### config.mk
export PLATFORM = sky130hd
export DESIGN_NAME = serial_add_ctrl
export DESIGN_NICKNAME = d
export VERILOG_FILES = /design/src/rtl/serial_add_pkg.sv /design/src/rtl/serial_add_ctrl_full_adder.sv /design/src/rtl/serial_add_ctrl.sv
export SDC_FILE = /design/constraint.sdc
export NUM_CORES = 1
export LEC_CHECK = 0
export CAP_MARGIN = 15
export CORE_MARGIN = 2
export CORE_UTILIZATION = 51
export CTS_CLUSTER_SIZE = 8
export DETAILED_ROUTE_END_ITERATION = 16
export PLACE_DENSITY = 0.78
export SLEW_MARGIN = 15
export SYNTH_ARGS = -nofsm -noshare
export SYNTH_HDL_FRONTEND = slang
export SYNTH_HIERARCHICAL = 1
export SYNTH_SLANG_ARGS = --single-unit
### constraint.sdc
create_clock -name clk -period 1.46 [get_ports clk]
set_input_delay 0.146 -clock clk [delete_from_list [all_inputs] [get_ports clk]]
set_output_delay 0.146 -clock clk [all_outputs]
set_load 0.01 [all_outputs]
### src/rtl/serial_add_pkg.sv
// serial_add_pkg: shared state encoding for the bit-serial add/subtract controller.
package serial_add_pkg;
    localparam logic [1:0] S_IDLE = 2'd0;
    localparam logic [1:0] S_RUN  = 2'd1;
    localparam logic [1:0] S_DONE = 2'd2;
endpackage

### src/rtl/serial_add_ctrl_full_adder.sv
// Full_Adder: one-bit full adder, the only arithmetic in the serial datapath.
module Full_Adder (
    input  logic a,
    input  logic b,
    input  logic cin,
    output logic sum,
    output logic c_out
);
    assign sum   = a ^ b ^ cin;
    assign c_out = (a & b) | (cin & (a ^ b));
endmodule

### src/rtl/serial_add_ctrl.sv
// serial_add_ctrl: bit-serial add/subtract, LSB first, one bit per clock through a shared Full_Adder.
module serial_add_ctrl
    import serial_add_pkg::*;
#(
    parameter int WIDTH = 8
) (
    input  logic             clk,
    input  logic             rst,
    input  logic             start,
    input  logic             sub,
    input  logic [WIDTH-1:0] op_a,
    input  logic [WIDTH-1:0] op_b,
    output logic             busy,
    output logic             done,
    output logic [WIDTH-1:0] result,
    output logic             carry_out,
    output logic             overflow
);
    localparam int CNT_W = $clog2(WIDTH);

    logic [1:0]       state, state_nxt;
    logic [WIDTH-1:0] sa, sb, acc;
    logic [CNT_W-1:0] cnt;
    logic             carry, sum, c_out, last;

    Full_Adder u_fa (.a(sa[0]), .b(sb[0]), .cin(carry), .sum(sum), .c_out(c_out));

    assign last = cnt == CNT_W'(WIDTH - 1);

    always_ff @(posedge clk) begin
        if (rst) state <= S_IDLE;
        else     state <= state_nxt;
    end

    always_comb begin
        state_nxt = S_IDLE;
        case (state)
            S_RUN:   state_nxt = last ? S_DONE : S_RUN;
            S_DONE:  state_nxt = S_IDLE;
            default: state_nxt = start ? S_RUN : S_IDLE;
        endcase
    end

    always_comb begin
        busy = state == S_RUN;
        done = state == S_DONE;
    end

    // Subtraction is a + ~b + 1: invert b on load and seed the carry with sub.
    always_ff @(posedge clk) begin
        if (rst) begin
            sa        <= '0;
            sb        <= '0;
            acc       <= '0;
            cnt       <= '0;
            carry     <= 1'b0;
            result    <= '0;
            carry_out <= 1'b0;
            overflow  <= 1'b0;
        end else if (state == S_IDLE && start) begin
            sa    <= op_a;
            sb    <= op_b ^ {WIDTH{sub}};
            carry <= sub;
            cnt   <= '0;
        end else if (state == S_RUN) begin
            sa    <= {1'b0, sa[WIDTH-1:1]};
            sb    <= {1'b0, sb[WIDTH-1:1]};
            acc   <= {sum, acc[WIDTH-1:1]};
            carry <= c_out;
            cnt   <= cnt + 1'b1;
            if (last) begin
                result    <= {sum, acc[WIDTH-1:1]};
                carry_out <= c_out;
                overflow  <= carry ^ c_out;
            end
        end
    end
endmodule

## Word-level counts from Yosys, hierarchy flattened

Cells that the tools add are included.

- Register bits after elaboration: 40
- Bits in latches: 0
- RAM bits: 0
- Memory bits (read-only): 0
- Input port bits: 20
- Output and inout port bits: 12
- Memories kept: 0

- Add/sub/neg operators: 1
- Multiply operators: 0
- Divide/modulo/power cells: 0
- $lt $le $gt $ge: 0
- Eq/ne operators: 3
- Shift operators: 0
- Multiplexer cells: 9
- Bitwise gates (word level): 8
- Reduce and logical (&&, ||, !) cells: 6

Operators by type and width:

| operator | number |
|---|---|
| $mux 8 | 4 |
| $xor 8x8->8 | 1 |
| $pmux 2 s2 | 1 |
| $add 3x1->3 const B | 1 |
| $eq 3x3->1 const B | 1 |
| $mux 1 | 3 |
| $reduce_and 3->1 | 1 |
| $xor 1x1->1 | 3 |
| $and 1x1->1 | 2 |
| $eq 2x1->1 const B | 1 |
| $eq 2x2->1 const B | 1 |
| $logic_not 2->1 | 1 |
| $mux 2 | 1 |
| $reduce_and 2->1 | 1 |
| $reduce_bool 2->1 | 1 |
| $reduce_or 2->1 | 1 |
| $logic_and 1x1->1 | 1 |
| $not 1->1 | 1 |
| $or 1x1->1 | 1 |

## Logic depth before layout (Yosys ltp)

Gate-level depths: netlist (run 1).

- Word-level depth: 5
- Depth in mapped cells: 7
- Gate-level depth less buffers: 5

## Modules after synthesis

Netlist (run 1), hierarchy kept.

Modules (own cells, without submodules):

| module | times used | cells each | area an instance (sq um) | seq. area each (sq um) |
|---|---|---|---|---|
| serial_add_ctrl | 1 | 178 | 1714.1 | 780.7 |
| Full_Adder | 1 | 1 | 20.0 | 0.0 |

## Worst setup path before layout (run 1)

No wires, ideal clock.

- Path kind: register to register
- Start: register state[1]
- End: register carry
- Setup time: 86 ps
- Arrival time: 1187 ps
- Setup slack: 187 ps
- Stages on the path, launching flop included: 7
- Clock period less this slack: 1273 ps
- Path through: dfxtp_1 > inv_1 > ha_1 > buf_6 > buf_12 > mux2i_1 > a211oi_1

- Elaborated cells on any way between the ends: 5

RTL lines:

| item | RTL line | RTL |
|---|---|---|
| start: declaration | serial_add_ctrl.sv:21 | `logic [1:0] state, state_nxt;` |
| start signal: assignment | serial_add_ctrl.sv:32 | `else state <= state_nxt;` |
| $eq 2x1->1 | - |  |
| net busy | serial_add_ctrl.sv:13 | `output logic busy,` |
| $reduce_bool 2->1 (no line) | - |  |
| end signal: assignment | serial_add_ctrl.sv:63 | `carry <= sub;` |
| end signal: assignment | serial_add_ctrl.sv:69 | `carry <= c_out;` |
| end: declaration | serial_add_ctrl.sv:24 | `logic carry, sum, c_out, last;` |

The timed path passes the listed nets, and every way through them passes these cells.
A chain may end at the register's enable or synchronous reset.

## Final worst setup path (run 1)

- Start: register state[1]
- End: output port busy

- Word-level cells in the longest chain between the ends: 1

RTL lines:

| item | RTL line | RTL |
|---|---|---|
| $eq 2x1->1 | serial_add_ctrl.sv:45 | `busy = state == S_RUN;` |
| end: declaration | serial_add_ctrl.sv:13 |  |

Every way passes these cells.

==> flow_summary.toml, run 1 <==
[synth]
synth_area_per_cell_um2 = 9.69
synth_warnings = 6
synthCells = 179
yosysSeqAreaShare_pct = 45.0
syn_nets = 206
ys_types = 23
synthesis.area_mm2 = 0.00173
ys_seq_elements = 39

[worst_hold_path]
worstHoldPathType = "primary input to flip-flop"
min_from = "op_a[7]"
whs_path_depth = 3
hold_end = "sa[7]$_SDFFE_PP0P_"

[floorplan]
initial_core_util_pct = 52.4
core_mm2 = 0.00331
io_pins = 32
dieArea_mm2 = 0.00388
die_width_um = 62.3
placementRows = 21
die_y_um = 62.3

[layout]
final_nets = 236
diodes = 0
final_core_util_pct = 64.6
fillers = 296
stdcell_count = 256
drive_gt1_share_pct = 7.62
multi_input_area_um2 = 841
final_area_mm2 = 0.00214
seqCellArea_um2 = 782
syn2layout_area_growth_pct = 23.3
layout_common_cells = "dfxtp_1 (38), clkdlybuf4s50_1 (28), mux2i_1 (24), nor2_1 (24), nand2_1 (23)"
mostFrequentLayoutCell = "dfxtp_1"

[setup_path]
arrival_ns = 1.26
crit_path_max_fanout = 3
r2r_end = "result[7]$_SDFFE_PP0P_"
worstPathRequired_ns = 1.31
r2r_cells = 5
rrSetupSlack_ns = 0.14
crit_path_end_kind = "output port"
worstReg2RegStart = "cnt[0]$_SDFFE_PP0N_"
start_kind = "flip-flop"
worst-setup-path-type = "flip-flop to output port"

[grt]
antenna_found_initial = 0
overflow = 0
grt_max_degree = 40
grt_pass1_wl_um = 5530
grtUsageTotal_pct = 18.1
grt_pass1_vias = 1314

[cts]
cts.sinks = 39
htreeDepth = 2
ctsHoldBuffers = 0
cts_tree = "done"
cts_buffers = 5
clock_latency_ns = 0.35
clkTransAtPathRegs_ns = 0.11
clock_path_buffers = 2
clock-root-buffer = "clkbuf_4"

[placed_design]
portBuffers = 31
place_hpwl_um = 2230
globalplace.congestion = 0.741
dp.cells = 248
postPlaceCellArea_mm2 = 0.00208

[detailed_routing]
vias_per_cell = 5.19
antenna_left = 0
drc = 0
routedWlPerCell_um = 12.1
dr_wl_met2_um = 1520
wirelength_um = 3100
highest_layer = "met4"
first_pass_iters = 4
vias = 1328
drtIter0Drc = 39
wl_met1_um = 1330
wl_met3_um = 159

[sta]
finClkSkew_ns = 0.00433
finalWorstPathRequiredPeriod_ns = 1.40
tightest_slew_ns = 0.299
slew_headroom_pct = 80.0
hold_ws_ns = 0.333
setup_viol = 0
clock.fmax_mhz = 712
fin_crit_sh_pct = 96.2
drv_slew = 0
rsz0062_at_grt = "yes"
finalHoldViolCount = 0

[job]
maxCapViolCount = 0

[power_and_ir_drop]
p_leak_uw = 0.000811
p_per_area_mw_per_mm2 = 920
ir_worst_vdd_v = 0.000490

[outcome]
status = "complete, no violations"
## state kept, by name (all words and copies together), names as in the netlist
signal,cells
result,8
sb,8
carry_out,1
acc,7
overflow,1
state,2
cnt,3
sa,8
carry,1
## through the flow
step | worst slack [ns] | TNS, ns | power [uW]
final | 0.0561 | 0 | 1970
after global routing | -0.0209 | -0.0209 | 2080
after CTS | 0.0274 | 0 | 1990
after detailed placement | 0.138 | 0 | 1460
after global placement | 0.177 | 0 | 1450
after floorplan | 0.187 | 0 | 1360
## worst max-delay path: stages (launching register included)
cell           delay, ns
dfxtp_1             0.33
inv_1               0.10
ha_2                0.21
dlygate4sd2_1       0.27
## power by group
| part | internal, uW | total [uW] | switching, uW |
|---|---|---|---|
| sequential | 1110 | 1140 | 30.6 |
| clock | 179 | 528 | 349 |
| combinational | 162 | 294 | 132 |
| total | 1450 | 1970 | 512 |
## layer usage
metal  global-route usage, %  up-vias
met5                       0        -
met4                    11.4        0
met3                    5.07       10
met2                    32.2       30
met1                    18.8      621
li1                        -      667
## area by class of cell
class,instances,area share [%]
inverters,2,0.351
repair buffers,36,18.6
clock inverters,3,0.702
multi-input cells,125,39.3
clock buffers,5,1.76
flip-flops and latches,39,36.6
well taps,46,2.69
## worst max-delay path by stage
stage / endpoint / startpoint / slack (ns)
2_1_floorplan: carry$_SDFFE_PP0P_ / state[1]$_SDFF_PP0_ / 0.19
3_3_place_gp: busy / state[1]$_SDFF_PP0_ / 0.18
3_5_place_dp: busy / state[1]$_SDFF_PP0_ / 0.14
4_1_cts: busy / state[1]$_SDFF_PP0_ / 0.03
5_1_grt: busy / state[1]$_SDFF_PP0_ / -0.02
6_report: busy / state[1]$_SDFF_PP0_ / 0.06
## synthesized netlist by cell type
cell	n	area [um2]
nand2b_1	1	6.26
and2_1	1	6.26
clkbuf_1	2	7.51
mux2i_1	24	240
fa_1	1	20.0
buf_6	3	33.8
buf_4	1	7.51
buf_2	4	20.0
nor3_1	3	15.0
dfxtp_1	39	781
nor2_1	24	90.1
buf_12	1	20.0
a21oi_1	12	60.1
xor2_1	8	70.1
inv_1	2	7.51
buf_1	1	3.75
ha_1	6	75.1
nand2_1	23	86.3
and2_4	1	8.76
nand3b_1	3	22.5
a211oi_1	16	120
xnor2_1	2	17.5
buf_8	1	15.0
## cells by family (layout without fill, tap and decap cells)
logic type | Yosys count | in the layout | synth area share [%]
AOI/OAI and AO/OA | 28 | 28 | 10.4
DFF | 39 | 39 | 45.0
xor gates and xnor gates | 10 | 10 | 5.05
and+or+nand+nor | 56 | 56 | 13.6
buffers and inverters | 15 | 46 | 6.64
muxes | 24 | 24 | 13.9
adders and majority gates | 7 | 7 | 5.48
## repair_timing
item | in CTS | in global routing
cloned | 0 | 0
setup buffers | 0 | 0
gates resized for setup | 4 | 1
endpoints found under the setup margin | 2 | 2
Note: power is estimated with default switching activity, not from simulation.
==> run 2: changes to the inputs <==
- CTS_CLUSTER_DIAMETER: not set -> 30
- GPL_ROUTABILITY_DRIVEN: not set -> 1
- SYNTH_HIERARCHICAL: 1 -> not set
==> run 2 against run 1 <==
- fmax grew 0.61%
- clock skew grew 0.0065 ns
- global-route usage grew 0.21 points
==> flow_summary.toml, run 2 <==
[setup_path]
crit_path_max_fanout = 2
crit_start = "result[6]$_SDFFE_PP0P_"
worstReg2RegStart = "state[0]$_SDFF_PP0_"
crit_family = "buffers and inverters"
path_depth = 1
crit_end = "result[6]"
arrival_ns = 1.25
r2r_end = "sb[5]$_SDFFE_PP0P_"
crit_path_end_kind = "output port"
crit_chain = "clkdlybuf4s50_1"
worst-setup-path-type = "flip-flop to output port"
worstPathRequired_ns = 1.31
r2r_cells = 6
cp_num_buf_inv = 1
cp_slowest_cell = "clkdlybuf4s50_1"
cp_slowest_stage_delay_ns = 0.54
rrSetupSlack_ns = 0.11
start_kind = "flip-flop"

[synth]
synth_edf_count = 0
ys_seq_elements = 39
yosysMostFrequentCell = "dfxtp_1"
synth_ff_type = "dfxtp_1"
synth_warnings = 0
synth_area_per_cell_um2 = 9.69
synth_common_cells = "dfxtp_1 (39), mux2i_1 (24), nor2_1 (24), nand2_1 (23), a211oi_1 (16)"
synthCells = 179
synthesis.area_mm2 = 0.00173
yosys-top-cells-area = "dfxtp_1 (45%), mux2i_1 (14%), a211oi_1 (6.9%)"
yosys.area.top_type = "dfxtp_1"
postSynth.asyncResetShare_pct = 0
ys_types = 23
synth_top_area_share_pct = 45.0
syn_nets = 206
yosysSeqAreaShare_pct = 45.0

[grt]
top_usage_layer = "met2"
overflow = 0
met3_usage_pct = 5.43
antenna_found_initial = 0
grtUsageTotal_pct = 18.3
gr-usage-met1_pct = 19.5
grt_pass1_wl_um = 5650
grt_max_degree = 40
grt_pass1_vias = 1278
met2_usage_pct = 33.7

[detailed_routing]
vias = 1313
routedWlPerCell_um = 12.4
drc = 0
antenna_left = 0
first_pass_iters = 4
wirelength_um = 3160
vias_per_cell = 5.13
drtIter0Drc = 20

[layout]
mostFrequentLayoutCell = "dfxtp_1"
diodes = 0
drive_gt1_share_pct = 8.57
final_nets = 236
syn2layout_area_growth_pct = 25.8
fillers = 297
layout_common_cells = "dfxtp_1 (37), clkdlybuf4s50_1 (29), mux2i_1 (24), nor2_1 (24), nand2_1 (22)"
largest_registers = "result: 8 flops, sa: 8 flops, sb: 8 flops"

[floorplan]
initial_core_util_pct = 52.4
io_pins = 32
die_y_um = 62.3
die_width_um = 62.3
placementRows = 21
core_mm2 = 0.00331
dieArea_mm2 = 0.00388

[cts]
htreeDepth = 2
clkTransAtPathRegs_ns = 0.12
clock_path_buffers = 2
cts.sinks = 39
cts_tree = "done"
ctsHoldBuffers = 0
clock_latency_ns = 0.35
cts_buffers = 5
clock-root-buffer = "clkbuf_4"
post_cts_buffers = 0

[placed_design]
portBuffers = 31
place_ws_ns = 0.109
globalplace.congestion = 0.720
place_hpwl_um = 2210

[worst_hold_path]
worstHoldPathType = "primary input to flip-flop"
min_from = "op_a[7]"

[sta]
slew_headroom_pct = 85.7
rsz0062_at_grt = "no"
setup_viol = 0
tns_ns = 0
finClkSkew_ns = 0.0109
fin_crit_sh_pct = 95.6
finalWorstPathRequiredPeriod_ns = 1.40
drv_slew = 0
clock.fmax_mhz = 717
tightest_slew_ns = 0.213
fin_ws_ns = 0.0646
finalHoldViolCount = 0

[power_and_ir_drop]
p_leak_uw = 0.000803
ir_worst_vdd_v = 0.000613
p_per_area_mw_per_mm2 = 990

[job]
maxCapViolCount = 0

[outcome]
status = "complete, no violations"
## run 2: cell counts after synthesis
No cell type changed its count.
## run 2: worst reg2reg max path, cell delays in order (launching register included)
cell and delay, ns:
dfxtp_4 0.39, inv_1 0.06, ha_1 0.21, nand2_1 0.12, buf_12 0.19, nor2_1 0.07
a211oi_1 0.23
## run 2: how the worst min path moves through the flow
| stage | endpoint | slack (ns) | depth (start not counted) |
|---|---|---|---|
| 3_5_place_dp | result[4]$_SDFFE_PP0P_ | 0.45 | 2 |
| 4_1_cts | sa[7]$_SDFFE_PP0P_ | 0.32 | 3 |
| 2_1_floorplan | sa[7]$_SDFFE_PP0P_ | 0.28 | 2 |
| 6_report | sa[7]$_SDFFE_PP0P_ | 0.33 | 3 |
| 5_1_grt | sa[7]$_SDFFE_PP0P_ | 0.37 | 3 |
| 3_3_place_gp | result[4]$_SDFFE_PP0P_ | 0.44 | 2 |
## run 2: repair_timing
item,4_1_cts,5_1_grt
resized for setup,4,5
pin swaps,0,0
endpoints found under the setup margin,2,5
gates cloned,0,0
## run 2: kinds of logic after synthesis
kind of cell | after synthesis | share of synthesized area (%)
and+or+nand+nor | 56 | 13.6
DFF | 39 | 45.0
AOI/OAI and AO/OA | 28 | 10.4
muxes | 24 | 13.9
buffers and inverters | 15 | 6.64
xor gates and xnor gates | 10 | 5.05
adders and majority gates | 7 | 5.48
## run 2: final cells by class
| type | count | area [um2] | share of cell area [%] |
|---|---|---|---|
| timing repair buffer | 36 | 397 | 18.2 |
| tap | 46 | 57.6 | 2.64 |
| clock inverter | 3 | 43.8 | 2.01 |
| sequential | 39 | 786 | 36.0 |
| multi-input combinational | 125 | 853 | 39.1 |
| clock buffer | 5 | 37.5 | 1.72 |
| inverter | 2 | 7.51 | 0.344 |
## run 2: routing by layer
| layer | vias to the layer above | share of wire [%] |
|---|---|---|
| met5 | - | 0 |
| met4 | 0 | 1.7 |
| met3 | 5 | 4.1 |
| met2 | 26 | 49 |
| met1 | 613 | 45 |
| li1 | 669 | - |
## run 2: stage by stage
stage          total power, uW  cell area (um2)  util, %  cells  hold slack [ns]
3_5_place_dp              1460             2080     62.9    248            0.449
6_report                  2160             2180     65.9    256            0.334
3_3_place_gp              1450             2080     62.9    248            0.441
5_1_grt                   2270             2180     65.9    256            0.366
2_1_floorplan             1360             1730        -    179            0.282
4_1_cts                   2180             2160     65.4    256            0.315
## run 2: report_power, final
| group | switching (uW) | internal [uW] | total, uW |
|---|---|---|---|
| sequential | 32.5 | 1110 | 1150 |
| clock | 360 | 360 | 720 |
| combinational | 133 | 162 | 295 |
| total | 525 | 1630 | 2160 |
==> run 3: changes to the inputs <==
- SKIP_CTS_REPAIR_TIMING: not set -> 1
==> run 3 against run 2 <==
- clock skew about the same
- clock power about the same
- first-iteration DRC count unchanged
- wire length about the same
- total power about the same
- register-to-register slack about the same
- core utilization increased by 0.15 points
- non-clock buffer count unchanged
==> flow_summary.toml, run 3 (same netlist as run 2, synthesis figures left out) <==
[outcome]
status = "complete, no violations"

[worst_hold_path]
worstHoldPathType = "primary input to flip-flop"

[detailed_routing]
wl_met3_um = 131
first_pass_iters = 4
vias = 1314
drtIter0Drc = 20
highest_layer = "met4"
wl_met1_um = 1420
wirelength_um = 3160
routedWlPerCell_um = 12.3
drc = 0
dr_wl_met2_um = 1560
vias_per_cell = 5.13
antenna_left = 0

[placed_design]
globalplace.congestion = 0.720
portBuffers = 31
place_hpwl_um = 2210

[power_and_ir_drop]
ir_worst_vdd_v = 0.000613
p_per_area_mw_per_mm2 = 988
p_leak_uw = 0.000832

[setup_path]
worstPathRequired_ns = 1.31
crit_family = "buffers and inverters"
cp_num_buf_inv = 1
crit_path_end_kind = "output port"
crit_path_max_fanout = 2
crit_chain = "clkdlybuf4s50_1"
arrival_ns = 1.25
start_kind = "flip-flop"
cp_slowest_stage_delay_ns = 0.54
worst-setup-path-type = "flip-flop to output port"
cp_slowest_cell = "clkdlybuf4s50_1"

[layout]
mostFrequentLayoutCell = "dfxtp_1"
final_nets = 236
final_core_util_pct = 66.1
multi_input_area_um2 = 853
seqCellArea_um2 = 785
fillers = 294
largest_registers = "result: 8 flops, sa: 8 flops, sb: 8 flops"
drive_gt1_share_pct = 8.57
diodes = 0
layout_common_cells = "dfxtp_1 (38), clkdlybuf4s50_1 (29), mux2i_1 (24), nor2_1 (24), nand2_1 (22)"
syn2layout_area_growth_pct = 26.1

[floorplan]
dieArea_mm2 = 0.00388
io_pins = 32
die_width_um = 62.3
placementRows = 21
core_mm2 = 0.00331
initial_core_util_pct = 52.4
die_y_um = 62.3

[sta]
clock.fmax_mhz = 717
finClkSkew_ns = 0.0109
tightest_slew_ns = 0.213
rsz0062_at_grt = "no"
tns_ns = 0
drv_slew = 0
finalWorstPathRequiredPeriod_ns = 1.40
finalHoldViolCount = 0
fin_crit_sh_pct = 95.6
slew_headroom_pct = 85.7
setup_viol = 0

[grt]
grtUsageTotal_pct = 18.3
grt_pass1_wl_um = 5650
antenna_found_initial = 0
grt_pass1_vias = 1277
overflow = 0
grt_max_degree = 40

[cts]
cts_tree = "done"
htreeDepth = 2
clock-root-buffer = "clkbuf_4"
clock_latency_ns = 0.35
clock_path_buffers = 2
clkTransAtPathRegs_ns = 0.12
cts.sinks = 39
cts_buffers = 5

[job]
maxCapViolCount = 0
==> run 3: per-stage QoR <==
step	total power [uW]	hold slack, ns	area, um2	setup WS, ns	cells
CTS	2180	0.315	2160	-0.277	256
floorplan	1360	0.282	1730	0.186	179
finish	2160	0.335	2190	0.0646	256
detailed placement	1460	0.449	2080	0.109	248
global route	2280	0.366	2190	0.00646	256
global placement	1450	0.441	2080	0.176	248
==> run 3: final cells by class <==
cell class | count | area share (%)
multi-input combinational | 125 | 39.0
sequential | 39 | 35.9
timing repair buffer | 36 | 18.4
tap | 46 | 2.63
clock inverter | 3 | 2.00
clock buffer | 5 | 1.72
inverter | 2 | 0.343
==> run 3: worst reg2reg max path, delay by kind of cell (launching register included) <==
| family | cells | cell delay (ns) |
|---|---|---|
| simple gates | 2 | 0.19 |
| compound gates | 1 | 0.23 |
| fa+ha+maj | 1 | 0.21 |
| flops | 1 | 0.39 |
| buf+inv | 2 | 0.25 |
==> run 3: where the power goes <==
part           switching (uW)  leakage, uW  internal (uW)
clock network             360    0.0000452            360
logic                     133     0.000467            163
registers                32.5     0.000319           1110
==> run 3: metal layers <==
| layer | vias to the layer above | GRT usage (%) |
|---|---|---|
| met1 | 613 | 19.5 |
| met2 | 26 | 33.7 |
| li1 | 670 | - |
| met4 | 0 | 7.50 |
| met3 | 5 | 5.43 |
| met5 | - | 0 |
==> run 3: worst paths after layout <==
path | startpoint | cells after the start | slack (ns) | end
worst max-delay path | result[6]$_SDFFE_PP0P_ | 1 | 0.06 | result[6]
worst min-delay path | op_a[7] | 3 | 0.33 | sa[7]$_SDFFE_PP0P_
worst max register to register | state[0]$_SDFF_PP0_ | 6 | 0.11 | sb[5]$_SDFFE_PP0P_
worst min register to register | result[4]$_SDFFE_PP0P_ | 2 | 0.46 | result[4]$_SDFFE_PP0P_
